[config.mk]
export PLATFORM = sky130hd
export DESIGN_NAME = aes_stream_ctrl_flat
export DESIGN_NICKNAME = d
export VERILOG_FILES = /design/src/rtl/aes_stream_if.sv /design/src/rtl/aes_stream_ctrl.sv /design/src/flat_wrapper.sv
export SDC_FILE = /design/constraint.sdc
export NUM_CORES = 1
export LEC_CHECK = 0
export BUFFER_PORTS_ARGS = -buffer_cell sky130_fd_sc_hd__buf_2
export CAP_MARGIN = 5
export CORE_ASPECT_RATIO = 0.5
export CORE_UTILIZATION = 35
export CTS_BUF_LIST = sky130_fd_sc_hd__clkbuf_2 sky130_fd_sc_hd__clkbuf_4 sky130_fd_sc_hd__clkbuf_8
export DETAILED_ROUTE_END_ITERATION = 10
export GPL_TIMING_DRIVEN = 0
export PLACE_DENSITY = 0.7
export SYNTH_ARGS = -nofsm -noshare
export SYNTH_HDL_FRONTEND = slang
export SYNTH_SLANG_ARGS = --single-unit
[constraint.sdc]
create_clock -name clk -period 5.1 [get_ports clk]
set_clock_uncertainty 0.05 [all_clocks]
set_input_delay 1.02 -clock clk [delete_from_list [all_inputs] [get_ports clk]]
set_output_delay 1.02 -clock clk [all_outputs]
set_load 0.01 [all_outputs]
[src/rtl/aes_stream_if.sv]
// Word-stream port bundle for aes_stream_ctrl: key load, plaintext in, ciphertext out.
// A word moves on a cycle where valid && ready are both high at the rising clock edge.
// The sender holds data stable while valid && !ready and does not drop valid before the handshake.
interface aes_stream_if;
  logic [127:0] key_in;
  logic         key_load;
  logic [31:0]  in_data;
  logic         in_valid;
  logic         in_ready;
  logic [31:0]  out_data;
  logic         out_valid;
  logic         out_ready;

  modport slave (
    input  key_in, key_load, in_data, in_valid, out_ready,
    output in_ready, out_data, out_valid
  );

  modport master (
    output key_in, key_load, in_data, in_valid, out_ready,
    input  in_ready, out_data, out_valid
  );
endinterface

[src/rtl/aes_stream_ctrl.sv]
// Front/back end for a 128-bit AES core: packs four input words into a block, starts the
// core, waits for done (with stale-done masking and a timeout), then streams four output words.
module aes_stream_ctrl #(
  parameter int unsigned MIN_LAT = 2,
  parameter int unsigned TIMEOUT = 32
) (
  input  logic          clk,
  input  logic          rst_n,
  aes_stream_if.slave   s,
  output logic [127:0]  aes_plaintext,
  output logic [127:0]  aes_key,
  output logic          aes_start,
  input  logic          aes_done,
  input  logic [127:0]  aes_ciphertext,
  output logic          busy,
  output logic          timeout_err,
  output logic [1:0]    dbg_state
);

  localparam int unsigned WCW = $clog2(TIMEOUT + 1);

  typedef enum logic [1:0] {
    COLLECT = 2'd0,
    START   = 2'd1,
    WAIT    = 2'd2,
    DRAIN   = 2'd3
  } state_e;

  state_e         state_q, state_d;
  logic [1:0]     word_cnt_q, word_cnt_d;
  logic [1:0]     out_cnt_q, out_cnt_d;
  logic [WCW-1:0] wait_cnt_q, wait_cnt_d;
  logic [127:0]   pt_q, pt_d;
  logic [127:0]   key_q, key_d;
  logic [127:0]   ct_q, ct_d;
  logic           timeout_err_q, timeout_err_d;

  always_ff @(posedge clk or negedge rst_n) begin
    if (!rst_n) begin
      state_q       <= COLLECT;
      word_cnt_q    <= '0;
      out_cnt_q     <= '0;
      wait_cnt_q    <= '0;
      pt_q          <= '0;
      key_q         <= '0;
      ct_q          <= '0;
      timeout_err_q <= 1'b0;
    end else begin
      state_q       <= state_d;
      word_cnt_q    <= word_cnt_d;
      out_cnt_q     <= out_cnt_d;
      wait_cnt_q    <= wait_cnt_d;
      pt_q          <= pt_d;
      key_q         <= key_d;
      ct_q          <= ct_d;
      timeout_err_q <= timeout_err_d;
    end
  end

  always_comb begin
    state_d       = state_q;
    word_cnt_d    = word_cnt_q;
    out_cnt_d     = out_cnt_q;
    wait_cnt_d    = wait_cnt_q;
    pt_d          = pt_q;
    key_d         = key_q;
    ct_d          = ct_q;
    timeout_err_d = timeout_err_q;
    case (state_q)
      COLLECT: begin
        // Key loads only land here, so the core sees one key for the whole block.
        if (s.key_load) key_d = s.key_in;
        if (s.in_valid) begin
          case (word_cnt_q)
            2'd0:    pt_d[127:96] = s.in_data;
            2'd1:    pt_d[95:64]  = s.in_data;
            2'd2:    pt_d[63:32]  = s.in_data;
            default: pt_d[31:0]   = s.in_data;
          endcase
          word_cnt_d = word_cnt_q + 2'd1;
          if (word_cnt_q == 2'd3) state_d = START;
        end
      end
      START: begin
        wait_cnt_d = '0;
        state_d    = WAIT;
      end
      WAIT: begin
        wait_cnt_d = wait_cnt_q + WCW'(1);
        // done may still be high from the previous block for the first MIN_LAT cycles.
        if (wait_cnt_q >= WCW'(MIN_LAT) && aes_done) begin
          ct_d      = aes_ciphertext;
          out_cnt_d = '0;
          state_d   = DRAIN;
        end else if (wait_cnt_q >= WCW'(TIMEOUT - 1)) begin
          timeout_err_d = 1'b1;
          state_d       = COLLECT;
        end
      end
      DRAIN: begin
        if (s.out_ready) begin
          out_cnt_d = out_cnt_q + 2'd1;
          if (out_cnt_q == 2'd3) state_d = COLLECT;
        end
      end
      default: state_d = COLLECT;
    endcase
  end

  always_comb begin
    case (out_cnt_q)
      2'd0:    s.out_data = ct_q[127:96];
      2'd1:    s.out_data = ct_q[95:64];
      2'd2:    s.out_data = ct_q[63:32];
      default: s.out_data = ct_q[31:0];
    endcase
  end

  assign s.in_ready     = (state_q == COLLECT);
  assign s.out_valid    = (state_q == DRAIN);
  assign aes_start      = (state_q == START);
  assign aes_plaintext  = pt_q;
  assign aes_key        = key_q;
  assign busy           = (state_q != COLLECT) || (word_cnt_q != 2'd0);
  assign timeout_err    = timeout_err_q;
  assign dbg_state      = state_q;

endmodule

[src/flat_wrapper.sv]
// flat-port wrapper written by rule: the top's interface ports become plain ports
module aes_stream_ctrl_flat 
#(
  parameter int unsigned MIN_LAT = 2,
  parameter int unsigned TIMEOUT = 32
)
  (clk, rst_n, aes_plaintext, aes_key, aes_start, aes_done, aes_ciphertext, busy, timeout_err, dbg_state, s_key_in, s_key_load, s_in_data, s_in_valid, s_out_ready, s_in_ready, s_out_data, s_out_valid);
  aes_stream_if s_i ();
  input  logic clk;
  input  logic rst_n;
  output logic [127:0] aes_plaintext;
  output logic [127:0] aes_key;
  output logic aes_start;
  input  logic aes_done;
  input  logic [127:0] aes_ciphertext;
  output logic busy;
  output logic timeout_err;
  output logic [1:0] dbg_state;
  input wire logic [$bits(s_i.key_in)-1:0] s_key_in;
  input wire logic [$bits(s_i.key_load)-1:0] s_key_load;
  input wire logic [$bits(s_i.in_data)-1:0] s_in_data;
  input wire logic [$bits(s_i.in_valid)-1:0] s_in_valid;
  input wire logic [$bits(s_i.out_ready)-1:0] s_out_ready;
  output wire logic [$bits(s_i.in_ready)-1:0] s_in_ready;
  output wire logic [$bits(s_i.out_data)-1:0] s_out_data;
  output wire logic [$bits(s_i.out_valid)-1:0] s_out_valid;
  assign s_i.key_in = s_key_in;
  assign s_i.key_load = s_key_load;
  assign s_i.in_data = s_in_data;
  assign s_i.in_valid = s_in_valid;
  assign s_i.out_ready = s_out_ready;
  assign s_in_ready = s_i.in_ready;
  assign s_out_data = s_i.out_data;
  assign s_out_valid = s_i.out_valid;
  aes_stream_ctrl #(.MIN_LAT(MIN_LAT), .TIMEOUT(TIMEOUT)) u_core (.clk(clk), .rst_n(rst_n), .s(s_i), .aes_plaintext(aes_plaintext), .aes_key(aes_key), .aes_start(aes_start), .aes_done(aes_done), .aes_ciphertext(aes_ciphertext), .busy(busy), .timeout_err(timeout_err), .dbg_state(dbg_state));
endmodule
* After elaboration in Yosys (flattened, before gate mapping)
Cells that the tools add are included.
Storage, ports and cells: bits in registers 397, output and inout port bits 295
Operators by class: $add $sub $neg 3, $lt $le $gt $ge 2, reductions and logical operators 20, equal/unequal tests 15, bitwise operators 2, multiplexer cells 12
Operators by type and width (number):
- 32-bit one-hot mux with 3 select lines | 1
- 3-bit AND reduction | 6
- 2-bit 2-to-1 mux | 8
- 2-bit equality test (second input constant) | 6
- 6-bit one-hot mux with 2 select lines | 1
- 2-bit one-hot mux with 4 select lines | 1
- 2-bit nonzero test | 4
- 6-bit by 1-bit adder with 6-bit output (second input constant) | 1
- 2-bit by 1-bit equality test with 1-bit output (second input constant) | 3
- 6-bit by 2-bit >= comparator with 1-bit output (second input constant) | 1
- 6-bit by 5-bit >= comparator with 1-bit output (second input constant) | 1
- 2-bit zero test | 3
- 2-bit by 1-bit != test with 1-bit output (second input constant) | 3
- 2-bit AND reduction | 3
- 5-bit AND reduction | 1
- 2-bit by 1-bit adder with 2-bit output (second input constant) | 2
- 2-bit != test (second input constant) | 2
- 2-bit one-hot mux with 2 select lines | 1
- 3-bit by 1-bit != test with 1-bit output (second input constant) | 1
- 3-bit OR reduction | 1
- 1-bit inverter | 2
- 1-bit logical AND | 1
- 1-bit logical OR | 1

* Depth between registers and ports, before layout
Gate-level depths: netlist of run 1.
depth in word-level cells 4, depth in mapped cells 7

* Worst setup path before layout of run 1
No wires, ideal clock.
kind register to output, start point register u_core.out_cnt_q[0], end point output s_out_data[0], cell stages (with the launch flop) 5, arrival 1.555 ns, setup slack 2.475 ns, path through dfrtp_1 -> ha_1 -> clkbuf_1 -> clkbuf_1 -> mux2i_1
Between the ends: longest elaborated chain between the ends 2, elaborated cells between the ends (all ways) 4, classes of those cells 2 x eq/ne; 1 x mux; 1 x reduce/logical
RTL lines:
- start, declared | line aes_stream_ctrl.sv:31 | logic [1:0] out_cnt_q, out_cnt_d;
- start signal, assigned | line aes_stream_ctrl.sv:51 | out_cnt_q <= out_cnt_d;
- 2-bit equality test (tied with other cells) | line aes_stream_ctrl.sv:111 | case (out_cnt_q)
- 32-bit one-hot mux with 3 select lines (*) | line aes_stream_ctrl.sv:111
- end, declared | line flat_wrapper.sv:25 | output wire logic [$bits(s_i.out_data)-1:0] s_out_data;
Every way passes the cells marked *; elsewhere a longest branch is shown, timed or not.

* Worst setup path after layout of run 1
start point register u_core.out_cnt_q[0], end point output s_out_data[18]
The elaborated chain is that of the path after synthesis.

==> results of run 1 <==
[layout make-up]
| cell class | count | share of cell area (%) |
|---|---|---|
| flip-flops and latches | 397 | 46.0 |
| multi-input cells | 517 | 27.5 |
| repair buffers | 591 | 14.1 |
| clock buffers | 98 | 5.61 |
| well taps | 627 | 3.64 |
| plain buffers | 54 | 1.87 |
| inverters | 42 | 0.731 |
| clock inverters | 10 | 0.441 |
| diodes | 6 | 0.0696 |
[power breakdown]
part	leakage [uW]	internal (uW)	switching, uW
combinational	0.00496	2290	2320
sequential	0.00498	4420	671
clock	0.000698	1550	1290
[layer usage]
layer	GRT usage, %	part of all wire, %
met5	0	0.053
met4	4.90	1.6
met3	4.89	5.1
met2	36.1	52
met1	25.9	41
[how the worst max path moves through the flow]
| stage | from | endpoint | depth (start not counted) |
|---|---|---|---|
| after floorplan | u_core.out_cnt_q[0] | s_out_data[0] | 4 |
| after global placement | rst_n | u_core.aes_key[5] | 1 |
| after detailed placement | u_core.out_cnt_q[0] | s_out_data[8] | 5 |
| after CTS | u_core.out_cnt_q[0] | s_out_data[8] | 5 |
| after global routing | u_core.out_cnt_q[0] | s_out_data[18] | 5 |
| final | u_core.out_cnt_q[0] | s_out_data[18] | 5 |
[per-stage QoR]
| step | setup TNS [ns] | instances | setup WS [ns] | area (um^2) | total power, uW |
|---|---|---|---|---|---|
| floorplan | 0 | 1010 | 2.47 | 16400 | 7620 |
| global placement | -2000.82 | 2225 | -5.09 | 20200 | 9620 |
| detailed placement | 0 | 2228 | 1.66 | 20300 | 9760 |
| CTS | 0 | 2336 | 0.945 | 21600 | 12700 |
| global route | 0 | 2341 | 0.859 | 21600 | 13200 |
| finish | 0 | 2342 | 1.01 | 21600 | 12500 |
[flip-flops by register name (all words and copies together) (netlist names)]
signal	cells
u_core.aes_key	128
u_core.aes_plaintext	128
u_core.ct_q	128
u_core.wait_cnt_q	6
u_core.dbg_state	2
u_core.out_cnt_q	2
u_core.word_cnt_q	2
u_core.timeout_err	1
[synthesized netlist by cell type]
cell type / instances
a22oi_1: 1
a21boi_0: 1
mux2i_1: 34
nand2_1: 13
o21ai_0: 6
a222oi_1: 32
a221o_1: 2
nor2_2: 1
inv_1: 42
nand3_1: 8
a21o_1: 1
clkbuf_1: 33
buf_12: 11
buf_6: 3
buf_1: 7
a41oi_1: 1
mux2_4: 120
a21oi_1: 1
ha_1: 14
xnor2_1: 1
a22o_1: 2
o21bai_1: 1
or4_4: 1
and3_1: 1
o31ai_1: 2
a31oi_1: 1
dfrtp_1: 397
mux2_2: 265
o31ai_4: 1
nor3_1: 2
o22a_1: 1
and2_1: 1
nor2_1: 2
a31o_2: 1
[kinds of logic (layout without fill, tap and decap cells)]
| kind of cell | count (synthesis) | count (layout) | synth area share (%) |
|---|---|---|---|
| buffers and inverters | 96 | 795 | 3.42 |
| AO/OA/AOI/OAI | 54 | 54 | 2.99 |
| adder cells (fa/ha/maj) | 14 | 14 | 1.07 |
| multiplexers | 419 | 419 | 31.2 |
| AND/OR/NAND/NOR | 29 | 29 | 0.830 |
| XOR/XNOR | 1 | 1 | 0.0533 |
| other | 0 | 6 | 0 |
| flip-flops | 397 | 397 | 60.4 |
[placed cells by master (no fill, tap or decap), types with 2 or more instances in the layout]
master    synthesis  final
a222oi_1         32     32
clkbuf_1         33     33
diode_2           0      6
a22o_1            2      2
nand3_1           8      8
nor3_1            2      2
o31ai_1           2      2
buf_12           11     11
buf_2             0    587
o21ai_0           6      6
nand2_1          13     13
mux2_2          265    265
buf_16            0      3
clkbuf_4          0     22
a221o_1           2      2
dfrtp_1         397    397
ha_1             14     14
inv_1            42     42
buf_1             7      7
buf_6             3      3
mux2i_1          34     34
nor2_1            2      2
clkinv_2          0      6
mux2_4          120    120
clkbuf_8          0     76
[critical path: cells and delay by family, from the launching register on]
kind,cells,cell delay [ns]
adders and majority gates,1,0.17
buffers and inverters,3,1.38
DFF,1,0.43
muxes,1,0.40
==> results.md, run 1 <==
* R2R Setup Slk at 2.19 ns
* Routed Antenna Nets at 0
* IO Pins at between 500 and 600
* Synth Register Bits at around 400
* Synth area leaders: dfrtp_1 60%, mux2_2 18%, mux2_4 11%, mux2i_1 2.1%, a222oi_1 1.9%
* Core area at 45800 um^2
* Vias in the first global route at about 11000
* Critical setup path kind: reg -> out
* Wire length of the first global-routing pass at approximately 74 mm
* WP data arrival at 3.02 ns
* Largest net degree at the start of global routing at 119
* # setup viols final at 0
* DRC violations left at 0
* Final Max Slew Viols at 0
* Mean Syn Cell Area at 16.3 um^2
* Worst hold path class: in -> async
* Hold buffer count at cts at 0
* Hold Worst Slack at 0.287 ns
* Worst path cell trace: ha_1 -> clkbuf_1 -> clkbuf_1 -> mux2i_1 -> buf_2
* CP max stage delay at 0.83 ns
* Placer Congestion at between 0.8 and 0.9
* Die height at between 150 and 200 um
* Area of the multi-input gates at just under 6000 um^2
* Htree depth at 2
* Final core utilization at between 40% and 50%
* Post-Route WL at 50.8 mm
* Post-CTS Setup Repair Bufs at 0
* Die area at 47900 um^2
* Synth warnings at 0
* Slew margin rel. at 30.1%
* Initial core utilization at 35.9%
* Run status: finished, final reports clean
* Initial DRT Pass Iterations at 6
* Post-CTS sizing at 0
* Crit-path slowest cell: clkbuf_1
* Worst Path Required at 4.03 ns
* Total grt overflow at 0
* Sequential share of the synthesized area at 60.4%
* TritonCTS clock tree: done
* Share of cells above drive strength 1 at about 64%
* Final #Nets at 1969
* Row cnt at 55
* Clock tree buffer depth at 3
* WL per Instance at 21.7 um
* Capturing point of the worst reg2reg path: u_core.aes_key[122]
* Fmax at 245 MHz
* Mapped Area at 16400 um^2
* Via count of the routed design at 11100
* Crit end category: primary output
* Post-detail-place hpwl at 38.2 mm
* Startpoint Class: register
* Final period util at between 80 and 90%
* Register area at approximately 9900 um^2
* Critical-path maximum fanout at 10
* Die X at 308 um
* Register-to-Register Path Depth at 7
* Max-cap viol count at 0
* Power Density at between 500 and 600 nW/um^2
* Syn nets at 1318
* Number of DRC markers in iteration 0 at slightly below 800
* Worst-Margin Slew at 1.05 ns
* Min cycle time layout at 4.09 ns
* Reg-to-reg critical path startpoint: u_core.dbg_state[0]
* Leakage at 0.0106 uW
* Distinct cells, synth at 34
* IO buf count at 588
* Filler cells at 4108
* CTS Sinks at 397
* Initial antenna violation count at 8
* Worst-Skew Late Latency at 0.62 ns
* RSZ-0062 raised after global routing: false
* VDD IR-drop max at 0.252 mV
* CP most frequent cell: clkbuf_1
* Post-synthesis cell count at 1010
* Yosys top cell area share at 60.4%
* TritonCTS buffer count at 58
* Synth area leader: dfrtp_1
* CTS clock-pin slew for the worst setup and hold paths at 0.08 ns
* Final Hold Fails at 0
* GR Util All Layers at approximately a fifth
* CTS Root Buffer Type: clkbuf_8
* Vias per cell at 4.73
* Syn-to-layout area delta at 31.3%
(Power assumes the default switching activity.)
==> inputs of run 2 (changes only) <==
Settings changed: ABC_AREA set to 1.
Clock period 5.1 ns to 3.9 ns, I/O delays scaled along.
==> results.md, run 2 <==
* TritonCTS clock tree: done
* Synth area leader: dfrtp_1
* Dominant synthesized flop cell: dfrtp_1
* WL per Instance at approximately 21 um
* Crit end category: primary output
* Row cnt at 55
* Fraction of registers with async set/reset at 100%
* Initial DRT Pass Iterations at 5
* Max-cap viol count at 0
* Placer Congestion at 0.887
* IO Pins at 589
* Worst-Margin Slew at 0.806 ns
* Htree depth at 2
* Via count of the routed design at about 14000
* CTS clock-pin slew for the worst setup and hold paths at 0.06 ns
* Final core utilization at between 40% and 50%
* Capturing point of the worst reg2reg path: u_core.aes_plaintext[30]
* Wire length of the first global-routing pass at 87.0 mm
* Worst Path Required at 3.07 ns
* Final Hold Fails at 0
* Final #Nets at 2497
* Leakage at 0.0119 uW
* Number of synthesized flops with an enable pin at 0
* Sequential share of the synthesized area at 60.0%
* Reg-to-reg critical path startpoint: u_core.dbg_state[1]
* Startpoint Class: register
* Number of DRC markers in iteration 0 at 1183
* Slew margin rel. at between 40% and 50%
* Most frequent cells in the layout: 621 x buf_2, 397 x dfrtp_1, 350 x nand2_1, 231 x o21ai_0, 174 x inv_1
* Mapped Area at 16600 um^2
* Critical-path maximum fanout at 10
* Final period util at 94.4%
* Most common cell after layout, fill and taps aside: buf_2
* DP Cell Count at around 2800
* Synth Register Bits at 397
* CTS Root Buffer Type: clkbuf_8
* CP max stage delay at 0.56 ns
* Buf+Inv Stages, Crit Path at 3
* Initial antenna violation count at 13
* Clock tree buffer depth at 3
* Routed Antenna Nets at 0
* Worst-Skew Late Latency at 0.61 ns
* Post-synthesis cell count at 1538
* Run status: finished, final reports clean
* WP data arrival at ~2.9 ns
* Crit-path slowest cell: clkbuf_1
* CTS Sinks at 397
* Critical setup path kind: reg -> out
* DRC violations left at 0
* Final Max Slew Viols at 0
* Core area at 45900 um^2
* Power Density at 792 nW/um^2
* Worst path cell trace: ha_1 -> clkbuf_1 -> clkbuf_1 -> a21oi_1 -> a31oi_1 -> buf_2
* R2R Setup Slk at 1.83 ns
* Vias per cell at 4.84
* Die area at 48200 um^2
* IO buf count at 588
* Die height at 156 um
* Min cycle time layout at 3.68 ns
* TritonCTS buffer count at 58
* Hold Worst Slack at 0.0922 ns
* # setup viols final at 0
* Total grt overflow at 0
* VDD IR-drop max at 0.316 mV
* Synth area leaders: dfrtp_1 60%, mux2_4 11%, nand2_1 7.9%, o21ai_0 7.0%, inv_1 3.9%
* Top-count cell post-synth: dfrtp_1
* Die X at around 310 um
* Share of cells above drive strength 1 at 40.1%
* Worst hold path class: in -> async
* Syn-to-layout area delta at 31.0%
* RSZ-0062 raised after global routing: false
* Post-Layout Cell Count at approximately 2900
* Yosys top cell area share at 60.0%
* Fmax at between 200 and 300 MHz
* Syn nets at 1846
* Crit path depth at 6
* Family with the most delay on the worst path: buffers and inverters
* Vias in the first global route at 13600
* Mean Syn Cell Area at about 11 um^2
* Post-CTS Setup Repair Bufs at 0
* GR Util All Layers at 24.4%
* Filler cells at 4372
* Distinct cells, synth at 32
* CP most frequent cell: clkbuf_1
* Initial core utilization at 36.1%
* Post-detail-place hpwl at between 40 and 50 mm
* Most common library cells after synthesis: 397 x dfrtp_1, 350 x nand2_1, 231 x o21ai_0, 174 x inv_1, 120 x mux2_4
* Register-to-Register Path Depth at 6
* Largest net degree at the start of global routing at 117
* Synth warnings at 0
* Post-Route WL at 60.3 mm
-- run 2: changes by cell type after synthesis, moves of 34 or more --
cell,before,now
nand2_1,13,350
mux2_2,265,8
o21ai_0,6,231
inv_1,42,174
nor2_1,2,42
a21oi_1,1,36
mux2i_1,34,0
-- run 2: worst register-to-register path: stages (launching register included) --
cell      delay (ns)
dfrtp_1         0.44
inv_1           0.12
ha_1            0.38
nand3_2         0.31
clkbuf_1        0.39
nand2_1         0.15
o21ai_0         0.08
-- run 2: cells by family (layout without fill, tap and decap cells) --
group	Yosys count	count (layout)	synth area share [%]
fa+ha+maj	14	14	1.06
flops	397	397	60.0
mux	128	128	11.4
compound gates	332	332	10.3
other cells	0	16	0
xor+xnor	2	2	0.106
simple gates	407	407	9.62
buf+inv	258	951	7.45
-- run 2: area by class of cell --
cell class                 count  area [um^2]  area share (%)
sequential                   397         9930            45.8
multi-input combinational    883         5390            24.8
timing repair buffer         591         3040            14.0
clock buffer                  91         1150            5.28
tap                          627          785            3.62
inverter                     175          658            3.03
buffer                        83          581            2.68
clock inverter                11          121           0.560
antenna                       16         40.0           0.185
-- run 2: stage by stage --
stage | area [um^2] | total power (uW) | setup WS, ns | setup TNS (ns)
CTS | 21600 | 17300 | 0.0953 | 0
global placement | 20300 | 13300 | -6.01 | -2362.92
floorplan | 16600 | 10500 | 1.65 | 0
detailed placement | 20400 | 13500 | 0.680 | 0
global route | 21700 | 18200 | 0.0309 | 0
finish | 21700 | 17200 | 0.219 | 0
-- run 2: timing repair --
item | in CTS | in global routing
setup endpoints to repair | 1 | 2
resized for setup | 1 | 7
hold buffers | 0 | 0
hold endpoints to repair | 0 | 0
-- run 2: routing by layer --
metal | vias up | share of wire (%) | track usage (%)
met4 | 0 | 4.3 | 11.0
met2 | 604 | 47 | 38.2
met1 | 6893 | 42 | 32.5
met5 | - | 0 | 0
li1 | 6274 | - | -
met3 | 142 | 7.1 | 5.46
-- run 2: how the worst max path moves through the flow --
| stage | start | to |
|---|---|---|
| after floorplan | u_core.out_cnt_q[0] | s_out_data[0] |
| after global placement | rst_n | u_core.aes_key[10] |
| after detailed placement | u_core.out_cnt_q[0] | s_out_data[2] |
| after CTS | u_core.out_cnt_q[0] | s_out_data[6] |
| after global routing | u_core.out_cnt_q[0] | s_out_data[2] |
| final | u_core.out_cnt_q[0] | s_out_data[2] |
-- run 2: report_power, final --
part	internal, uW	leakage (uW)	switching [uW]
logic	3020	0.00619	3510
clock network	2000	0.000661	1710
registers	5900	0.00502	1030
total	10900	0.0119	6250
